--- src/rtl/ysyx_22051013_ex_muldiv_pkg.sv ---
// Shared definitions for the EX-stage RV64M multiply/divide unit: widths,
// funct3 codes, FSM encoding and iteration counts.
package ysyx_22051013_ex_muldiv_pkg;

  localparam int XLEN  = 64;
  localparam int CNT_W = 7;

  localparam logic [CNT_W-1:0] ITER_XLEN = 7'd64;
  localparam logic [CNT_W-1:0] ITER_WORD = 7'd32;

  typedef enum logic [2:0] {
    F3_MUL    = 3'b000,
    F3_MULH   = 3'b001,
    F3_MULHSU = 3'b010,
    F3_MULHU  = 3'b011,
    F3_DIV    = 3'b100,
    F3_DIVU   = 3'b101,
    F3_REM    = 3'b110,
    F3_REMU   = 3'b111
  } funct3_e;

  typedef enum logic [1:0] {
    IDLE = 2'd0,
    BUSY = 2'd1,
    DONE = 2'd2
  } state_e;

  function automatic logic is_div_op(input funct3_e f);
    return f inside {F3_DIV, F3_DIVU, F3_REM, F3_REMU};
  endfunction

  function automatic logic [XLEN-1:0] sext_word(input logic [31:0] v);
    return {{(XLEN-32){v[31]}}, v};
  endfunction

endpackage

--- src/rtl/ysyx_22051013_div_step.sv ---
// One restoring-division iteration: shift the next dividend bit into the
// partial remainder, subtract the divisor if it fits, and shift in a quotient bit.
module ysyx_22051013_div_step
  import ysyx_22051013_ex_muldiv_pkg::*;
(
  input  logic [XLEN-1:0] rem_i,
  input  logic [XLEN-1:0] quo_i,
  input  logic [XLEN-1:0] dsor_i,
  output logic [XLEN-1:0] rem_o,
  output logic [XLEN-1:0] quo_o
);

  logic [XLEN:0] shifted;
  logic [XLEN:0] diff;
  logic          fits;

  always_comb begin
    shifted = {rem_i, quo_i[XLEN-1]};
    diff    = shifted - {1'b0, dsor_i};
    // The partial remainder stays below the divisor, so bit XLEN of the
    // difference is a reliable borrow flag.
    fits    = ~diff[XLEN];
    rem_o   = fits ? diff[XLEN-1:0] : shifted[XLEN-1:0];
    quo_o   = {quo_i[XLEN-2:0], fits};
  end

endmodule

--- src/rtl/ysyx_22051013_ex_muldiv.sv ---
// EX-stage iterative RV64M unit: radix-2 shift-add multiply and restoring divide
// on magnitudes, stalling upstream stages until a one-cycle done pulse.
module ysyx_22051013_ex_muldiv
  import ysyx_22051013_ex_muldiv_pkg::*;
(
  input  logic            clk,
  input  logic            rst,
  input  logic            start,
  input  logic            flush,
  input  logic [2:0]      funct3,
  input  logic            word,
  input  logic [XLEN-1:0] op1,
  input  logic [XLEN-1:0] op2,
  output logic            stall_req,
  output logic            done,
  output logic [XLEN-1:0] result
);

  state_e            state_q, state_d;
  logic [CNT_W-1:0]  cnt_q, cnt_d;
  logic [2*XLEN-1:0] acc_q, acc_d;   // multiply: {partial high, multiplier}; divide: {rem, quo}
  logic [XLEN-1:0]   opb_q, opb_d;   // multiplicand or divisor magnitude
  funct3_e           f3_q, f3_d;
  logic              word_q, word_d;
  logic              neg_q, neg_d;
  logic              rem_neg_q, rem_neg_d;
  logic [XLEN-1:0]   result_q, result_d;

  logic accept;

  // ---------------------------------------------------------------------------
  // Operand pre-processing at acceptance
  // ---------------------------------------------------------------------------
  funct3_e         f3_eff;
  logic            a_signed, b_signed, a_neg, b_neg;
  logic [XLEN-1:0] a_ext, b_ext, a_mag, b_mag, min_neg;
  logic            div_zero, div_ovf, special;
  logic [XLEN-1:0] spec_quo, spec_rem, spec_sel, spec_res;

  always_comb begin
    // NOTE: every always_comb output gets a value on every path; a missing
    // assignment on some branch would infer a latch.
    f3_eff   = (word && !funct3[2]) ? F3_MUL : funct3_e'(funct3);
    a_signed = f3_eff inside {F3_MUL, F3_MULH, F3_MULHSU, F3_DIV, F3_REM};
    b_signed = f3_eff inside {F3_MUL, F3_MULH, F3_DIV, F3_REM};

    if (word) begin
      a_ext = a_signed ? sext_word(op1[31:0]) : {{(XLEN-32){1'b0}}, op1[31:0]};
      b_ext = b_signed ? sext_word(op2[31:0]) : {{(XLEN-32){1'b0}}, op2[31:0]};
    end else begin
      a_ext = op1;
      b_ext = op2;
    end

    a_neg = a_signed & a_ext[XLEN-1];
    b_neg = b_signed & b_ext[XLEN-1];
    a_mag = a_neg ? -a_ext : a_ext;
    b_mag = b_neg ? -b_ext : b_ext;

    min_neg  = word ? sext_word(32'h8000_0000) : {1'b1, {(XLEN-1){1'b0}}};
    div_zero = is_div_op(f3_eff) && (b_ext == '0);
    div_ovf  = is_div_op(f3_eff) && b_signed && (a_ext == min_neg) && (b_ext == '1);
    special  = div_zero || div_ovf;

    spec_quo = div_zero ? '1 : a_ext;
    spec_rem = div_zero ? a_ext : '0;
    spec_sel = (f3_eff inside {F3_REM, F3_REMU}) ? spec_rem : spec_quo;
    spec_res = word ? sext_word(spec_sel[31:0]) : spec_sel;
  end

  // ---------------------------------------------------------------------------
  // One iteration per BUSY cycle
  // ---------------------------------------------------------------------------
  logic [XLEN:0]     mul_sum;
  logic [XLEN-1:0]   div_rem, div_quo;
  logic [2*XLEN-1:0] iter_next;

  ysyx_22051013_div_step u_div_step (
    .rem_i  (acc_q[2*XLEN-1:XLEN]),
    .quo_i  (acc_q[XLEN-1:0]),
    .dsor_i (opb_q),
    .rem_o  (div_rem),
    .quo_o  (div_quo)
  );

  always_comb begin
    mul_sum   = {1'b0, acc_q[2*XLEN-1:XLEN]} + {1'b0, opb_q & {XLEN{acc_q[0]}}};
    iter_next = is_div_op(f3_q) ? {div_rem, div_quo} : {mul_sum, acc_q[XLEN-1:1]};
  end

  // ---------------------------------------------------------------------------
  // Sign fix-up and result select on the final iteration
  // ---------------------------------------------------------------------------
  logic [2*XLEN-1:0] prod_mag, prod_fix;
  logic [XLEN-1:0]   quo_fix, rem_fix, sel_res, final_res;

  always_comb begin
    // A 32-iteration multiply leaves the product shifted up by 32 bits.
    prod_mag = word_q ? {{XLEN{1'b0}}, iter_next[XLEN+31:32]} : iter_next;
    prod_fix = neg_q ? -prod_mag : prod_mag;
    quo_fix  = neg_q ? -iter_next[XLEN-1:0] : iter_next[XLEN-1:0];
    rem_fix  = rem_neg_q ? -iter_next[2*XLEN-1:XLEN] : iter_next[2*XLEN-1:XLEN];
    case (f3_q)
      F3_MUL:                       sel_res = prod_fix[XLEN-1:0];
      F3_MULH, F3_MULHSU, F3_MULHU: sel_res = prod_fix[2*XLEN-1:XLEN];
      F3_DIV, F3_DIVU:              sel_res = quo_fix;
      default:                      sel_res = rem_fix;
    endcase
    final_res = word_q ? sext_word(sel_res[31:0]) : sel_res;
  end

  // ---------------------------------------------------------------------------
  // FSM: state register / next state / outputs
  // ---------------------------------------------------------------------------
  always_ff @(posedge clk or negedge rst) begin
    // NOTE: clocked state uses non-blocking assignments so every flop samples
    // its pre-edge inputs regardless of statement order.
    if (!rst) state_q <= IDLE;
    else      state_q <= state_d;
  end

  always_comb begin
    state_d = state_q;
    case (state_q)
      IDLE:    if (start) state_d = special ? DONE : BUSY;
      BUSY:    if (cnt_q == 7'd1) state_d = DONE;
      DONE:    state_d = IDLE;
      default: state_d = IDLE;
    endcase
    if (flush) state_d = IDLE;
  end

  always_comb begin
    accept    = (state_q == IDLE) && start && !flush;
    stall_req = accept || (state_q == BUSY);
    done      = (state_q == DONE) && !flush;
  end

  assign result = result_q;

  // ---------------------------------------------------------------------------
  // Datapath registers
  // ---------------------------------------------------------------------------
  always_comb begin
    cnt_d     = cnt_q;
    acc_d     = acc_q;
    opb_d     = opb_q;
    f3_d      = f3_q;
    word_d    = word_q;
    neg_d     = neg_q;
    rem_neg_d = rem_neg_q;
    result_d  = result_q;

    if (accept) begin
      f3_d      = f3_eff;
      word_d    = word;
      neg_d     = a_neg ^ b_neg;
      rem_neg_d = a_neg;
      if (special) begin
        cnt_d    = '0;
        result_d = spec_res;
      end else if (is_div_op(f3_eff)) begin
        cnt_d = word ? ITER_WORD : ITER_XLEN;
        acc_d = {{XLEN{1'b0}}, word ? {a_mag[31:0], 32'h0} : a_mag};
        opb_d = b_mag;
      end else begin
        cnt_d = word ? ITER_WORD : ITER_XLEN;
        acc_d = {{XLEN{1'b0}}, b_mag};
        opb_d = a_mag;
      end
    end else if (state_q == BUSY) begin
      if (flush) begin
        cnt_d = '0;
        acc_d = '0;
      end else begin
        cnt_d = cnt_q - 7'd1;
        acc_d = iter_next;
        if (cnt_q == 7'd1) result_d = final_res;
      end
    end
  end

  always_ff @(posedge clk or negedge rst) begin
    if (!rst) begin
      cnt_q     <= '0;
      acc_q     <= '0;
      opb_q     <= '0;
      f3_q      <= F3_MUL;
      word_q    <= 1'b0;
      neg_q     <= 1'b0;
      rem_neg_q <= 1'b0;
      result_q  <= '0;
    end else begin
      cnt_q     <= cnt_d;
      acc_q     <= acc_d;
      opb_q     <= opb_d;
      f3_q      <= f3_d;
      word_q    <= word_d;
      neg_q     <= neg_d;
      rem_neg_q <= rem_neg_d;
      result_q  <= result_d;
    end
  end

endmodule

--- config.mk ---
export PLATFORM = sky130hd
export DESIGN_NAME = ysyx_22051013_ex_muldiv
export DESIGN_NICKNAME = d
export VERILOG_FILES = /design/src/rtl/ysyx_22051013_ex_muldiv_pkg.sv /design/src/rtl/ysyx_22051013_div_step.sv /design/src/rtl/ysyx_22051013_ex_muldiv.sv
export SDC_FILE = /design/constraint.sdc
export NUM_CORES = 2
export LEC_CHECK = 0
export BUFFER_PORTS_ARGS = -buffer_cell sky130_fd_sc_hd__clkbuf_2
export CORE_ASPECT_RATIO = 1.25
export CORE_MARGIN = 2
export CORE_UTILIZATION = 55
export CTS_BUF_LIST = sky130_fd_sc_hd__clkbuf_16
export CTS_CLUSTER_DIAMETER = 80
export DETAILED_ROUTE_END_ITERATION = 16
export PLACE_DENSITY = 0.73
export SETUP_SLACK_MARGIN = 0.02
export SLEW_MARGIN = 20
export SYNTH_ARGS = -nofsm -noshare
export SYNTH_HDL_FRONTEND = slang
export SYNTH_SLANG_ARGS = --single-unit
--- constraint.sdc ---
create_clock -name clk -period 8 [get_ports clk]
set_clock_uncertainty 0.15 [all_clocks]
set_input_delay 0.8 -clock clk [delete_from_list [all_inputs] [get_ports clk]]
set_output_delay 0.8 -clock clk [all_outputs]
set_load 0.01 [all_outputs]
==> results.tsv, run 1 <==
metric	value	unit
status	stopped before the end	
flow.stopped_at	global routing (5_1_grt)	
stop_error	[ERROR GRT-0116] Global routing finished with congestion. Check the congestion regions in the DRC Viewer.	
cts-root-buf	clkbuf_16	
grt_pass1_wl	373000	µm
clk_path_buf_depth	3	
globalRouteTotalUtil	67.9	%
overflow	5	
synth_edf_count	0	
grt_pass1_vias	51745	
synth_cell_type_count	119	
num_rows	110	
synth-seq-cells	271	
cts_resized	0	
portBuffers	201	
cts_buffers	35	
cts_setup_buffers	0	
hpwl	191000	µm
yosys_warnings	0	
place.gp.congestion	1.19	
die_h	305	µm
synth_area	0.0399	mm²
grt_max_degree	113	
cts_sinks	271	
async_flop_share	100	%
synth-main-ff-cell	dfrtp_1	
synth_nets	5998	
avgSynthCellArea	6.98	µm²
htreeDepth	2	
synth_cells	5725	
start_util	55.5	%
ios	202	
ctsHoldBuffers	0	
ys_seq_area_share	17.0	%
die-width	245	µm
-- synthesized netlist by cell type, types with 59 or more instances --
| master | count | area share (%) |
|---|---|---|
| mux2i_1 | 121 | 3.0 |
| nand3_1 | 136 | 1.7 |
| o211ai_1 | 63 | 1.2 |
| nor3_1 | 190 | 2.4 |
| ha_1 | 135 | 4.2 |
| clkbuf_1 | 298 | 2.8 |
| nand2_1 | 591 | 5.6 |
| nor4_1 | 81 | 1.3 |
| a211oi_1 | 67 | 1.3 |
| a31oi_1 | 81 | 1.3 |
| xnor2_1 | 231 | 5.1 |
| inv_1 | 132 | 1.2 |
| nor2_1 | 581 | 5.5 |
| or3_1 | 62 | 0.97 |
| a21o_1 | 66 | 1.2 |
| nand4_1 | 112 | 1.8 |
| o21a_1 | 61 | 1.1 |
| o31ai_1 | 59 | 1.1 |
| dfrtp_1 | 271 | 17 |
| and2_1 | 121 | 1.9 |
| buf_2 | 74 | 0.93 |
| o21ai_0 | 557 | 7.0 |
| xor2_1 | 143 | 3.1 |
| a21oi_1 | 521 | 6.5 |
-- cell families after synthesis --
kind of cell,Yosys count,synth area share (%)
compound gates,2042,33.2
xor+xnor,374,8.20
flops,271,17.0
fa+ha+maj,137,4.33
simple gates,2157,26.3
buf+inv,562,5.66
mux,182,5.30
-- metrics by stage --
stage	setup slack, ns	hold slack, ns	instance area [µm²]	instances	util (%)
floorplan	2.42	0.314	39900	5725	-
global placement	0.791	0.331	42200	6667	58.6
detailed placement	0.724	0.336	42200	6668	58.6
CTS	0.659	0.162	43400	6730	60.3
-- metal layers --
layer / GRT overflow / track usage (%)
met1: 0 / 71.4
met2: 3 / 89.8
met4: 1 / 69.0
met5: 0 / 8.89
met3: 1 / 40.1
==> run 2, diff against run 1 <==
--- a/config.mk
+++ b/config.mk
@@ -6,14 +6,10 @@
 export NUM_CORES = 2
 export LEC_CHECK = 0
 export BUFFER_PORTS_ARGS = -buffer_cell sky130_fd_sc_hd__clkbuf_2
-export CORE_ASPECT_RATIO = 1.25
 export CORE_MARGIN = 2
-export CORE_UTILIZATION = 55
-export CTS_BUF_LIST = sky130_fd_sc_hd__clkbuf_16
-export CTS_CLUSTER_DIAMETER = 80
+export CORE_UTILIZATION = 40
 export DETAILED_ROUTE_END_ITERATION = 16
-export PLACE_DENSITY = 0.73
-export SETUP_SLACK_MARGIN = 0.02
+export PLACE_DENSITY_LB_ADDON = 0.15
 export SLEW_MARGIN = 20
 export SYNTH_ARGS = -nofsm -noshare
 export SYNTH_HDL_FRONTEND = slang
==> results.tsv, run 2 <==
metric	value	unit
cts-root-buf	clkbuf_16	
die_h	320	µm
yosysTopAreaCell	dfrtp_1	
synth_nets	5998	
final_common_cell	nand2_1	
place.gp.congestion	1.12	
critPathCaptureType	flip-flop	
dp_cells	7070	
globalRouteTotalUtil	50.3	%
layout_common_cells	nand2_1 (589), nor2_1 (575), o21ai_0 (554)	
hpwl	213000	µm
whs	0.347	ns
r2r_cells	25	
htreeDepth	2	
max_stage_delay	0.83	ns
overflow	0	
routed.top_layer	met5	
avgRoutedWirePerCell	37.3	µm
cp_data_required_time	8.38	ns
synth-main-ff-cell	dfrtp_1	
synth_cell_type_count	119	
fmax	128	MHz
worst_pin_slew	1.42	ns
synth_area	0.0399	mm²
die_area	0.102	mm²
critical_path.endpoint	result[46]	
hold_class	flip-flop to flip-flop	
grt_pass1_vias	46634	
cp-start-kind	flip-flop	
critPathSlowestCell	o21ai_0	
drt_iter0_markers	7353	
area_delta_synth_final	12.1	%
post-route-drc-count	0	
drive_gt1_share	13.2	%
drt_pass1_iterations	7	
cts_buffers	41	
clkLatencyLatePin	0.66	ns
clk_pin_slew	0.06	ns
cts_sinks	271	
synth_cells	5725	
worstPathArrival	8.20	ns
avgSynthCellArea	6.98	µm²
die-width	320	µm
status	finished, final reports clean	
num_rows	115	
p_leak	17.7	nW
cp_max_fo	24	
yosys_warnings	0	
setup_tns	0	ns
r2r-start	acc_q[63]	
path_buf_inv	3	
coreArea	0.0987	mm²
clk_path_buf_depth	3	
crit_start	acc_q[63]	
ir_drop	263	µV
largest-register	acc_q	
wl_met1	96800	µm
r2r-end	result[46]	
critPathTopFamily	compound AO/OA/AOI/OAI gates	
cts_tree	yes	
setup_viol	0	
portBuffers	201	
ys_top_cells_by_count	nand2_1 (591), nor2_1 (581), o21ai_0 (557), a21oi_1 (521), clkbuf_1 (298)	
drt-total-wl	267000	µm
fin_util	45.4	%
path_depth	25	
start_util	40.5	%
max_slew_margin	4.88	%
maxSlewViolCount	0	
ys_seq_area_share	17.0	%
via_count	50863	
vias_per_cell	7.11	
maxCapViolations	0	
hold_viol_final	0	
synth.area.top_cells	dfrtp_1 (17%), o21ai_0 (7.0%), a21oi_1 (6.5%)	
period_share	97.9	%
rrSetupSlack	0.17	ns
synth-seq-cells	271	
largest_reg_flops	128	
totalPowerFinal	24.6	mW
stdcell_count	7157	
finalNetCount	6100	
wl_met2	109000	µm
synthMostInstantiatedCell	nand2_1	
ios	202	
synth_edf_count	0	
async_flop_share	100	%
ant_nets	0	
grt_max_degree	117	
antenna_found_initial	18	
rsz0062_at_grt	no	
synth_top_area_share	17.0	%
period_needed	7.83	ns
dr_wl_met3	30900	µm
grt_pass1_wl	368000	µm
critical_path_class	flip-flop to flip-flop	
power.density	549	mW/mm²
==> run 2: cell counts after synthesis <==
No cell type changed its count.
==> run 2: metal layers <==
| layer | track usage [%] | vias up |
|---|---|---|
| met1 | 59.4 | 24483 |
| met3 | 15.4 | 1021 |
| met2 | 73.5 | 3665 |
| met4 | 44.5 | 14 |
| met5 | 0 | - |
| li1 | - | 21680 |
==> run 2: final cells by class <==
type | instances | area, µm²
sequential | 271 | 6800
clock buffer | 56 | 1180
clock inverter | 18 | 225
inverter | 136 | 513
multi-input combinational | 4892 | 31100
fill | 10344 | 53900
timing repair buffer | 485 | 3270
antenna | 12 | 30.0
tap | 1287 | 1610
==> run 2: worst min-delay path, cell delays in order (launching register included) <==
cell,delay (ns)
dfrtp_1,0.35
nand2_1,0.05
o21ai_0,0.06
==> run 2: per-stage QoR <==
stage          setup slack [ns]  instance area [µm²]
2_1_floorplan              2.42                39900
3_3_place_gp              0.545                43200
3_5_place_dp              0.524                43200
4_1_cts                   0.506                44700
5_1_grt                  0.0258                44700
6_report                  0.171                44800
==> run 2: logic make-up (layout without fill, tap and decap cells) <==
logic type / Yosys count / in the layout / synth area share, %
fa+ha+maj: 137 / 137 / 4.33
simple gates: 2157 / 2157 / 26.3
flops: 271 / 271 / 17.0
xor+xnor: 374 / 374 / 8.20
buf+inv: 562 / 695 / 5.66
mux: 182 / 182 / 5.30
other cells: 0 / 12 / 0
compound gates: 2042 / 2042 / 33.2
==> run 2: repair_timing <==
item	4_1_cts	5_1_grt
hold endpoints to repair	15	0
resized for setup	0	0
buffers inserted	0	0
hold buffers	1	0
==> run 2: worst min path at each step <==
stage,start,end,slack (ns),cells past startpoint
6_report,opb_q[52],opb_q[52],0.35,2
5_1_grt,result[54],result[54],0.38,2
4_1_cts,opb_q[52],opb_q[52],0.35,2
2_1_floorplan,opb_q[10],opb_q[10],0.31,2
3_3_place_gp,opb_q[57],opb_q[57],0.33,2
3_5_place_dp,opb_q[52],opb_q[52],0.33,2
==> run 2: report_power, final <==
group / switching, mW / internal, mW / total (mW) / leakage (nW)
Sequential: 1.27 / 1.93 / 3.20 / 3.41
Clock: 0.839 / 1.14 / 1.98 / 0.691
Combinational: 13.5 / 5.93 / 19.4 / 13.6
Total: 15.6 / 9.00 / 24.6 / 17.7
No activity file was read; power rests on OpenSTA's default activity.
